$ cat config.mk
export PLATFORM = sky130hd
export DESIGN_NAME = stack_param
export DESIGN_NICKNAME = d
export VERILOG_FILES = /design/src/rtl/stack_param.sv
export SDC_FILE = /design/constraint.sdc
export NUM_CORES = 1
export LEC_CHECK = 0
export CAP_MARGIN = 20
export CORE_ASPECT_RATIO = 0.6
export CORE_MARGIN = 2
export CORE_UTILIZATION = 45
export DETAILED_ROUTE_END_ITERATION = 8
export PLACE_DENSITY = 0.64
export SLEW_MARGIN = 20
export SYNTH_ARGS = -nofsm -noshare
export SYNTH_HDL_FRONTEND = slang
export SYNTH_SLANG_ARGS = --single-unit
$ cat constraint.sdc
create_clock -name clk -period 5.9 [get_ports clk]
set_clock_uncertainty 0.15 [all_clocks]
set_input_delay 1.18 -clock clk [delete_from_list [all_inputs] [get_ports clk]]
set_output_delay 1.18 -clock clk [all_outputs]
set_load 0.02 [all_outputs]
$ cat src/rtl/stack_param.sv
// Parametrised operand stack with push/pop/replace/dup/swap, exposing the top two entries
// together with occupancy, full/empty status and sticky overflow/underflow flags.
module stack_param #(
  parameter int unsigned WIDTH = 8,
  parameter int unsigned DEPTH = 32
) (
  input  logic                       clk,
  input  logic                       rst,
  input  logic [WIDTH-1:0]           d_in,
  input  logic                       push,
  input  logic                       pop,
  input  logic                       dup,
  input  logic                       swap,
  input  logic                       clr_err,
  output logic [WIDTH-1:0]           tos,
  output logic [WIDTH-1:0]           nos,
  output logic [$clog2(DEPTH+1)-1:0] count,
  output logic                       empty,
  output logic                       full,
  output logic                       overflow,
  output logic                       underflow
);

  localparam int unsigned CW = $clog2(DEPTH + 1);
  localparam int unsigned AW = (DEPTH > 1) ? $clog2(DEPTH) : 1;

  logic [WIDTH-1:0] mem [DEPTH];
  logic [CW-1:0]    sp_q, sp_d;
  logic             ovf_q, ovf_d;
  logic             unf_q, unf_d;

  logic [AW-1:0]    idx_free, idx_top, idx_nos;
  logic             has_one, has_two;

  logic             we_a, we_b;
  logic [AW-1:0]    wa_a, wa_b;
  logic [WIDTH-1:0] wd_a, wd_b;

  // Array indices are truncated to AW bits; out-of-range values are never used because every
  // access is gated by the occupancy checks below.
  assign idx_free = AW'(sp_q);
  assign idx_top  = AW'(sp_q - CW'(1));
  assign idx_nos  = AW'(sp_q - CW'(2));

  assign empty   = (sp_q == '0);
  assign full    = (sp_q == CW'(DEPTH));
  assign has_one = !empty;
  assign has_two = (sp_q >= CW'(2));

  assign count     = sp_q;
  assign tos       = has_one ? mem[idx_top] : '0;
  assign nos       = has_two ? mem[idx_nos] : '0;
  assign overflow  = ovf_q;
  assign underflow = unf_q;

  always_comb begin
    sp_d  = sp_q;
    ovf_d = clr_err ? 1'b0 : ovf_q;
    unf_d = clr_err ? 1'b0 : unf_q;
    we_a  = 1'b0;
    wa_a  = '0;
    wd_a  = '0;
    we_b  = 1'b0;
    wa_b  = '0;
    wd_b  = '0;
    // Fixed priority: replace, push, pop, dup, swap; a rejection only sets its flag.
    if (push && pop) begin
      if (has_one) begin
        we_a = 1'b1;
        wa_a = idx_top;
        wd_a = d_in;
      end else begin
        unf_d = 1'b1;
      end
    end else if (push) begin
      if (!full) begin
        we_a = 1'b1;
        wa_a = idx_free;
        wd_a = d_in;
        sp_d = sp_q + CW'(1);
      end else begin
        ovf_d = 1'b1;
      end
    end else if (pop) begin
      if (has_one) begin
        sp_d = sp_q - CW'(1);
      end else begin
        unf_d = 1'b1;
      end
    end else if (dup) begin
      if (!has_one) begin
        unf_d = 1'b1;
      end else if (full) begin
        ovf_d = 1'b1;
      end else begin
        we_a = 1'b1;
        wa_a = idx_free;
        wd_a = tos;
        sp_d = sp_q + CW'(1);
      end
    end else if (swap) begin
      if (has_two) begin
        we_a = 1'b1;
        wa_a = idx_top;
        wd_a = nos;
        we_b = 1'b1;
        wa_b = idx_nos;
        wd_b = tos;
      end else begin
        unf_d = 1'b1;
      end
    end
  end

  always_ff @(posedge clk) begin
    if (rst) begin
      sp_q  <= '0;
      ovf_q <= 1'b0;
      unf_q <= 1'b0;
    end else begin
      sp_q  <= sp_d;
      ovf_q <= ovf_d;
      unf_q <= unf_d;
    end
  end

  // Storage is never cleared; reset only suppresses the write so no op half-completes.
  always_ff @(posedge clk) begin
    if (!rst) begin
      if (we_a) mem[wa_a] <= wd_a;
      if (we_b) mem[wa_b] <= wd_b;
    end
  end

endmodule

==> flow_summary.ini <==
[outcome]
status = completed

[routing]
ant_nets = 0
wl_per_cell_um = 34.79
post_drt_via_cell_ratio = 7.260
vias = 15170
routed_wl_um = 72680
drtIter0Drc = 2825
drt_pass1_iterations = 6
drc = 0

[sta]
slew_headroom_pct = 24.40
hold_violations = 0
tns_ns = 0
tightest_slew_ns = 1.131
worst_slack_ns = 0.3408
fmax_ghz = 0.1799
grt_setup_unrepaired = no
period_share_pct = 94.22
maxSlewViolCount = 0
finalSetupViolCount = 0
fin_crit_ns = 5.559
fin_hold_ws_ns = 0.4828

[power]
swShare_pct = 42.96
leakagePower_nw = 6.218
powerDensity_mw_per_mm2 = 432.9
p_int_mw = 4.840
p_sw_mw = 3.645
ir_drop_mv = 0.2479
pwr-share-clk_pct = 22.0
p_comb_share_pct = 51.1
p_seq_share_pct = 26.9
power.total_mw = 8.485

[clock_network]
cts_setup_buffers = 0
clkTransAtPathRegs_ns = 0.07
cts.hold.buffers_added = 0
clock_latency_ns = 0.60
cts_buffers = 28
cts.sinks = 264
h-tree-depth = 1
cts_tree = yes
cts_buffer_depth = 3
cts.repair.resized = 0
cts_root_buf = clkbuf_16

[setup_path]
worst-setup-path-type = flip-flop to output port
worstPathMaxFanout = 37
setup.worst_path.end_class = output port
cp.arrival_ns = 4.23
worstPathRequired_ns = 4.57
start_kind = flip-flop

[place]
placed_cell_area_mm2 = 0.01866
hpwl_um = 50940
post-place-ws_ns = 0.8477
place.port_buffers = 40
dpl.cell_count = 2037
gp_congestion = 1.076

[logic_synthesis]
yosysTopAreaCell = edfxtp_1
syn_avg_cell_area_um2 = 11.46
syn-num-nets = 1549
synth-edff-count = 256
synth_top_cells_by_area = edfxtp_1 44%, mux4_2 17%, o22ai_1 7.5%
synth_top_area_share_pct = 43.96
ys_warn_count = 0
ys.flop_type = edfxtp_1
synth_cell_type_count = 70
syn-instance-count = 1526
netlist_area_mm2 = 0.01749
ys_seq_area_share_pct = 44.87
ys_seq_elements = 264
async_flop_share_pct = 0

[flow_run]
cap_violations = 0

[global_routing]
grt_overflow = 0
antenna_found_initial = 5
grt_max_degree = 137
first_global_vias = 13720
grt_pass1_wl_um = 103400
grt_usage_pct = 35.97

[die]
die_area_mm2 = 0.04051
ios = 41
start_util_pct = 46.04
dieWidth_um = 258.5
die_h_um = 156.7
num_rows = 55
core_area_mm2 = 0.03799

[layout]
final_cell_count_no_fill = 2089
final_nets = 1577
syn2layout_area_growth_pct = 12.08
antennaDiodeCount = 0
finalInstanceArea_mm2 = 0.01960
layout_common_cells = 277 x nor2_1, 256 x edfxtp_1, 209 x o22ai_1
layout-drive-gt1-share_pct = 21.83
final_util_pct = 51.60
final_common_cell = nor2_1

[hold_path]
hp-class = flip-flop to flip-flop
-- cell type report --
type	instances	area [µm²]
inverter	9	33.78
sequential	264	7855
clock inverter	17	211.5
timing repair buffer	160	1351
fill	3372	18390
multi-input combinational	1091	8780
clock buffer	35	726.9
tap	513	641.9
-- final timing paths --
check        slack (ns)    endpoint      from  cells after the start
max reg2reg        1.25  mem[28][6]  count[0]                     10
max                0.34      nos[1]  count[1]                      9
min reg2reg        0.48    overflow  overflow                      3
min                0.48    overflow  overflow                      3
-- registers in the layout (all words and copies together) (netlist names) --
name	count
underflow	1
overflow	1
count	6
mem	256
-- layer usage --
layer / GRT usage [%] / part of all wire (%) / vias to the layer above / wire length [µm]
met5: 0.7246 / 0.098 / - / 71
met4: 9.138 / 3.0 / 8 / 2151
met3: 16.18 / 19 / 142 / 13990
met2: 45.79 / 37 / 1470 / 27020
met1: 54.23 / 41 / 7493 / 29450
li1: - / - / 6053 / -
-- cell usage after synthesis (14+ instances only) --
cell,instances
nor3_1,14
nand2_1,94
nor2b_1,22
clkbuf_1,64
a211oi_1,23
a21oi_1,37
nand3_1,30
buf_2,57
buf_6,29
o211ai_1,22
nor2_1,277
o22ai_1,209
o21ai_0,23
edfxtp_1,256
mux2i_1,67
mux4_2,134
-- logic make-up (layout without fill, tap and decap cells) --
group / Yosys count / in the layout / synth area share, %
adder cells (fa/ha/maj): 8 / 8 / 0.5724
flip-flops: 264 / 264 / 44.87
AO/OA/AOI/OAI: 373 / 373 / 14.01
AND/OR/NAND/NOR: 484 / 484 / 12.15
multiplexers: 212 / 212 / 22.07
XOR/XNOR: 14 / 14 / 0.7871
buffers and inverters: 171 / 221 / 5.538
-- worst max-delay path: stages (launching register included) --
cell and delay (ns):
dfxtp_4 0.35, buf_4 0.52, buf_4 0.65, mux4_2 0.42
nor2b_1 0.15, a211oi_1 0.56, a211oi_1 0.11, a21oi_1 0.19
nor2_1 0.09, clkdlybuf4s50_1 0.55
-- power by group through the flow --
stage	clock (mW)	combinational, mW	sequential, mW
finish	1.87	4.34	2.28
global route	1.94	4.43	2.28
CTS	1.87	4.17	2.28
detailed placement	0	4.16	2.32
global placement	0	4.10	2.32
floorplan	0	2.66	2.31
Note: power is estimated with default switching activity, not from simulation.
